<file path="config.mk">
export PLATFORM = sky130hd
export DESIGN_NAME = register_file_flat
export DESIGN_NICKNAME = d
export VERILOG_FILES = /design/src/rtl/register_file_pkg.sv /design/src/rtl/register_file_if.sv /design/src/rtl/register_file_read_port.sv /design/src/rtl/register_file.sv /design/src/flat_wrapper.sv
export SDC_FILE = /design/constraint.sdc
export NUM_CORES = 2
export LEC_CHECK = 0
export ABC_AREA = 0
export CAP_MARGIN = 25
export CORE_ASPECT_RATIO = 1.75
export CORE_MARGIN = 8
export CORE_UTILIZATION = 45
export DETAILED_ROUTE_END_ITERATION = 7
export GPL_TIMING_DRIVEN = 0
export SYNTH_ARGS = -nofsm -noshare
export SYNTH_HDL_FRONTEND = slang
export SYNTH_SLANG_ARGS = --single-unit
</file>
<file path="constraint.sdc">
create_clock -name Clk -period 3.5 [get_ports Clk]
set_clock_uncertainty 0.05 [all_clocks]
set_input_delay 0.7 -clock Clk [delete_from_list [all_inputs] [get_ports Clk]]
set_output_delay 0.7 -clock Clk [all_outputs]
set_load 0.05 [all_outputs]
</file>
<file path="src/rtl/register_file_pkg.sv">
// Shared constants and types for the 32 x 64-bit register file.
// Imported by the register file RTL and its bench.
package regfile_pkg;

  localparam int NUM_REGS   = 32;
  localparam int ZERO_REG   = 31;
  localparam int DATA_WIDTH = 64;
  localparam int ADDR_WIDTH = 5;

  typedef logic [ADDR_WIDTH-1:0] reg_idx_t;
  typedef logic [DATA_WIDTH-1:0] reg_data_t;

endpackage

</file>
<file path="src/rtl/register_file_if.sv">
// Read/write bus of the register file.
// The master drives indices, write data and enable; the slave returns both read buses.
interface register_file_if #(
  parameter int DATA_WIDTH = regfile_pkg::DATA_WIDTH,
  parameter int ADDR_WIDTH = regfile_pkg::ADDR_WIDTH
);

  logic [DATA_WIDTH-1:0] BusW;
  logic [ADDR_WIDTH-1:0] RA;
  logic [ADDR_WIDTH-1:0] RB;
  logic [ADDR_WIDTH-1:0] RW;
  logic                  RegWr;
  logic [DATA_WIDTH-1:0] BusA;
  logic [DATA_WIDTH-1:0] BusB;

  modport master (
    output BusW, RA, RB, RW, RegWr,
    input  BusA, BusB
  );

  modport slave (
    input  BusW, RA, RB, RW, RegWr,
    output BusA, BusB
  );

endinterface

</file>
<file path="src/rtl/register_file_read_port.sv">
// Combinational read port: full-width mux over the register array.
// The hardwired-zero index always returns zero.
module register_file_read_port #(
  parameter int DATA_WIDTH = regfile_pkg::DATA_WIDTH,
  parameter int ADDR_WIDTH = regfile_pkg::ADDR_WIDTH,
  parameter int ZERO_REG   = regfile_pkg::ZERO_REG
) (
  input  logic [DATA_WIDTH-1:0] regs [1<<ADDR_WIDTH],
  input  logic [ADDR_WIDTH-1:0] idx,
  output logic [DATA_WIDTH-1:0] data
);
  import regfile_pkg::*;

  localparam logic [ADDR_WIDTH-1:0] ZIDX =
    ADDR_WIDTH'(ZERO_REG);

  always_comb begin
    data = '0;
    if (idx != ZIDX) begin
      data = regs[idx];
    end
  end

endmodule

</file>
<file path="src/rtl/register_file.sv">
// Dual-read, single-write register file; writes commit on the falling edge.
// Storage clears asynchronously; write enable waits for a synchronized release.
module register_file #(
  parameter int DATA_WIDTH = regfile_pkg::DATA_WIDTH,
  parameter int ADDR_WIDTH = regfile_pkg::ADDR_WIDTH,
  parameter int ZERO_REG   = regfile_pkg::ZERO_REG
) (
  input logic            Clk,
  input logic            Reset_n,
  register_file_if.slave bus
);
  import regfile_pkg::*;

  localparam int NREGS = 1 << ADDR_WIDTH;
  localparam logic [ADDR_WIDTH-1:0] ZIDX =
    ADDR_WIDTH'(ZERO_REG);

  logic [DATA_WIDTH-1:0] regs [NREGS];
  logic [1:0]            rst_sync;
  logic                  wr_en;

  // Release from reset is re-timed to the write edge.
  always_ff @(negedge Clk or negedge Reset_n) begin
    if (!Reset_n) begin
      rst_sync <= '0;
    end else begin
      rst_sync <= {rst_sync[0], 1'b1};
    end
  end

  assign wr_en = rst_sync[1] && bus.RegWr
              && (bus.RW != ZIDX);

  always_ff @(negedge Clk or negedge Reset_n) begin
    if (!Reset_n) begin
      for (int i = 0; i < NREGS; i++) begin
        regs[i] <= '0;
      end
    end else if (wr_en) begin
      regs[bus.RW] <= bus.BusW;
    end
  end

  register_file_read_port #(
    .DATA_WIDTH (DATA_WIDTH),
    .ADDR_WIDTH (ADDR_WIDTH),
    .ZERO_REG   (ZERO_REG)
  ) u_port_a (
    .regs (regs),
    .idx  (bus.RA),
    .data (bus.BusA)
  );

  register_file_read_port #(
    .DATA_WIDTH (DATA_WIDTH),
    .ADDR_WIDTH (ADDR_WIDTH),
    .ZERO_REG   (ZERO_REG)
  ) u_port_b (
    .regs (regs),
    .idx  (bus.RB),
    .data (bus.BusB)
  );

endmodule

</file>
<file path="src/flat_wrapper.sv">
// flat-port wrapper written by rule: the top's interface ports become plain ports
module register_file_flat import regfile_pkg::*;
#(
  parameter int DATA_WIDTH = regfile_pkg::DATA_WIDTH,
  parameter int ADDR_WIDTH = regfile_pkg::ADDR_WIDTH,
  parameter int ZERO_REG   = regfile_pkg::ZERO_REG
)
  (Clk, Reset_n, bus_BusW, bus_RA, bus_RB, bus_RW, bus_RegWr, bus_BusA, bus_BusB);
  register_file_if #(.DATA_WIDTH(DATA_WIDTH), .ADDR_WIDTH(ADDR_WIDTH)) bus_i ();
  input logic Clk;
  input logic Reset_n;
  input wire logic [$bits(bus_i.BusW)-1:0] bus_BusW;
  input wire logic [$bits(bus_i.RA)-1:0] bus_RA;
  input wire logic [$bits(bus_i.RB)-1:0] bus_RB;
  input wire logic [$bits(bus_i.RW)-1:0] bus_RW;
  input wire logic [$bits(bus_i.RegWr)-1:0] bus_RegWr;
  output wire logic [$bits(bus_i.BusA)-1:0] bus_BusA;
  output wire logic [$bits(bus_i.BusB)-1:0] bus_BusB;
  assign bus_i.BusW = bus_BusW;
  assign bus_i.RA = bus_RA;
  assign bus_i.RB = bus_RB;
  assign bus_i.RW = bus_RW;
  assign bus_i.RegWr = bus_RegWr;
  assign bus_BusA = bus_i.BusA;
  assign bus_BusB = bus_i.BusB;
  register_file #(.DATA_WIDTH(DATA_WIDTH), .ADDR_WIDTH(ADDR_WIDTH), .ZERO_REG(ZERO_REG)) u_core (.Clk(Clk), .Reset_n(Reset_n), .bus(bus_i));
endmodule
</file>
==> results.md <==
* Status: finished with violations
* Failing checks: setup timing
* Hold crit path type: reg2reg
* Simple-Gate Fraction of Synth Area at 1.08%
* Finish-stage setup viols at between 1500 and 2000
* Gr ovfl total at 0
* R2r worst-path depth at 5
* Root buf cell: clkbuf_16
* Register area at ~50000 sq um
* WL final at 452000 um
* Setup TNS at -453.18 ns
* IR Drop Worst-Case VDD at 432 uV
* Slew HR at 18.1%
* Initial Util at a little under half
* Clock network fraction of total power at 35.6%
* Fin worst setup slack at -1.78 ns
* Psw at 19.3 mW
* Critical Path Fanout Max at 3
* Combinational Power Share at about 21%
* Area share of xor/xnor cells in the synthesized design at 0%
* Layout fillers at about 19000
* Netlist cell types at 40
* Post-DRT Antenna Nets at 0
* # IOs at 210
* Post-Syn Area at 108000 sq um
* Compound-Gate Fraction of Synth Area at under 10%
* Die height at roughly 660 um
* Layout cells sized above 1 at around 54%
* Seq pwr share at 43.9%
* CP max stage delay at 0.53 ns
* Post-synth EDFFs at 0
* Crit share post-route at 151%
* Synthesized flop and latch total at 2050
* Core Rows at 237
* DR iter-0 viols at around 6600
* Max clock buf depth at 4
* Worst Path Buf+Inv at 1
* First-pass GRT wire length at between 600000 and 700000 um
* Placer Congestion at around 0.90
* Final min period at around 5.3 ns
* Internal at about 47 mW
* Mux cell area share after synthesis at 41.7%
* Critical path's top delay family: compound AO/OA/AOI/OAI gates
* Sequential area share after synthesis at ~48%
* Crit path kind: reg2out
* Routed WL per cell at 40.8 um
* Multi-input logic area at 58600 sq um
* Mean area per synthesized cell at ~15 sq um
* DRT Pass-1 Iters at 8
* Synth Instances at 7155
* Leak pwr at around 58 nW
* Async SR Flop Fraction at between 90% and 100%
* Power Density at between 500 and 600 nW/um^2
* CTS Sinks at 2050
* Total global-route track usage at around 35%
* Fin. max-slew vios at 0
* Fmax achieved at approximately 190 MHz
* Full die area at 255000 sq um
* RSZ-0062 raised after global routing: true
* Critical path depth at 5
* Worst Setup End Kind: output port
* Worst hold slack at roughly 0.26 ns
* Die Width at a little under 400 um
* Crit path arrival time at roughly 4.5 ns
* Cells along the critical path: mux4_2, a22o_1, a2111oi_4, nor3_4, buf_6
* DRC errors left at 0
* WP data required at 2.75 ns
* Drt via density at about 6.8
* Largest family of logic cells by synthesized area: multiplexers
* Area delta synth->final at 22.8%
* Hold Violations, Final at 0
* Cell count of the worst hold path at 0
* Nets@finish at just under 8000
* Vias in the first global route at ~80000
* Post-synth net total at 7237
* Vias at about 75000
* Worst-margin pin slew at roughly 1.2 ns
* Switching part of the total at between 20% and 30%
* Max_cap viols at 0
* Slowest cell on crit path: a2111oi_4
* Antenna violations before repair at 35
* Detailed Place HPWL at 323000 um
* CTS Hold Buffers Added at 0
* IO Port Bufs at 197
* H-Tree Depth at 4
* Synth warn at 0
* Startpoint types: flop
* Clock transition at path regs at ~0.050 ns
* Adder-cell share of the synthesized area at 0%
* Main synth FF type: dfrtn_1
* Largest net degree at the start of global routing at around 170
* Core area at ~240000 sq um
* Inserted Clock Buffers at ~210
* Worst skew pair latency at ~0.83 ns
* CTS tree: built
[cell type report]
cell class	instances	share of cell area, %
timing repair buffer	449	4.85
multi-input combinational	4244	44.4
clock buffer	298	4.64
sequential	2050	38.9
clock inverter	68	0.608
tap	3107	2.95
buffer	854	3.66
antenna	25	0.0474
[cell usage in the layout, fill, tap and decap left out, types with 5 or more instances in the layout]
master and count:
dfrtn_1 2050, mux2_2 1689, mux4_2 769, mux2i_1 512, clkbuf_1 495, mux2_4 238, clkbuf_16 227, a22o_1 208
buf_6 178, buf_2 148, nor3_4 132, a2111oi_4 130, o221ai_1 124, o22ai_1 123, buf_4 119, buf_8 110
a211oi_2 85, clkdlybuf4s50_1 66, mux2_1 57, clkbuf_8 54, clkbuf_2 53, buf_12 45, a22o_4 44, buf_16 43
clkbuf_4 42, clkinv_2 40, a211oi_4 39, diode_2 25, nor2_4 19, bufinv_16 17, bufbuf_16 13, nor3_1 8
buf_1 7, nand3b_1 6, nand2_4 6, clkinvlp_4 6, nand2b_1 5, o21bai_1 5
[synthesized netlist by cell type (12+ instances only)]
cell type / count / area share (%)
dfrtn_1: 2050 / 48
mux2_2: 1897 / 20
mux4_2: 769 / 16
clkbuf_1: 540 / 1.9
mux2i_1: 513 / 4.8
a22o_1: 254 / 2.1
buf_2: 226 / 1.1
nor3_1: 135 / 0.63
a2111oi_0: 130 / 1.1
a211oi_1: 124 / 0.87
o221ai_1: 124 / 1.0
o22ai_1: 123 / 0.72
mux2_1: 87 / 0.91
buf_6: 47 / 0.49
buf_4: 39 / 0.27
nor2_2: 12 / 0.070
[final timing paths]
path	slack, ns	endpoint	startpoint
max	-1.78	bus_BusB[54]	u_core.regs[1910]
min	0.26	u_core.rst_sync[1]	u_core.rst_sync[0]
max reg2reg	0.83	u_core.regs[1427]	u_core.rst_sync[1]
min reg2reg	0.26	u_core.rst_sync[1]	u_core.rst_sync[0]
max in group asynchronous	-0.58	u_core.regs[355]	Reset_n
min in group asynchronous	1.49	u_core.regs[1283]	Reset_n
[per-stage QoR]
| step | worst slack, ns | instances | utilization, % | instance area [sq um] | power (mW) |
|---|---|---|---|---|---|
| after floorplan | -0.690 | 7155 | - | 113000 | 37.7 |
| after global placement | -91.89 | 10459 | 49.9 | 119000 | 41.5 |
| after detailed placement | -3.57 | 10584 | 50.9 | 121000 | 42.4 |
| after CTS | -1.89 | 10978 | 54.5 | 130000 | 66.2 |
| after global routing | -1.77 | 11075 | 55.5 | 132000 | 68.2 |
| final | -1.78 | 11095 | 55.5 | 132000 | 66.4 |
[flip-flops by register name, summed over array words and instances, names as in the netlist]
signal           cells
u_core.regs       2048
u_core.rst_sync      2
[cells by family (layout without fill, tap and decap cells)]
| family | after synthesis | count (layout) |
|---|---|---|
| AOI/OAI and AO/OA | 766 | 766 |
| buffers and inverters | 861 | 1669 |
| DFF | 2050 | 2050 |
| muxes | 3266 | 3266 |
| other | 1 | 26 |
| and+or+nand+nor | 211 | 211 |
[per-layer routing]
layer / vias up / GRT usage [%] / share of wire [%]
met5: - / 0 / 0.076
met4: 20 / 27.3 / 10
met3: 1655 / 7.82 / 7.1
met2: 3915 / 57.3 / 49
met1: 40253 / 37.9 / 34
li1: 29266 / - / -
[power groups by stage]
stage	sequential, mW	clock, mW	combinational [mW]
2_1_floorplan	28.7	0	9.01
3_3_place_gp	29.3	0	12.2
3_5_place_dp	29.4	0	12.9
4_1_cts	29.0	23.8	13.4
5_1_grt	29.5	24.6	14.1
6_report	29.2	23.6	13.6
[what timing repair did]
item | in CTS | in global routing
resized for setup | 1023 | 445
setup endpoints to repair | 3688 | 2832
pin swaps | 127 | 95
gates cloned | 17 | 15
setup buffers | 11 | 80
hold endpoints to repair | 0 | 0
(Power assumes the default switching activity.)
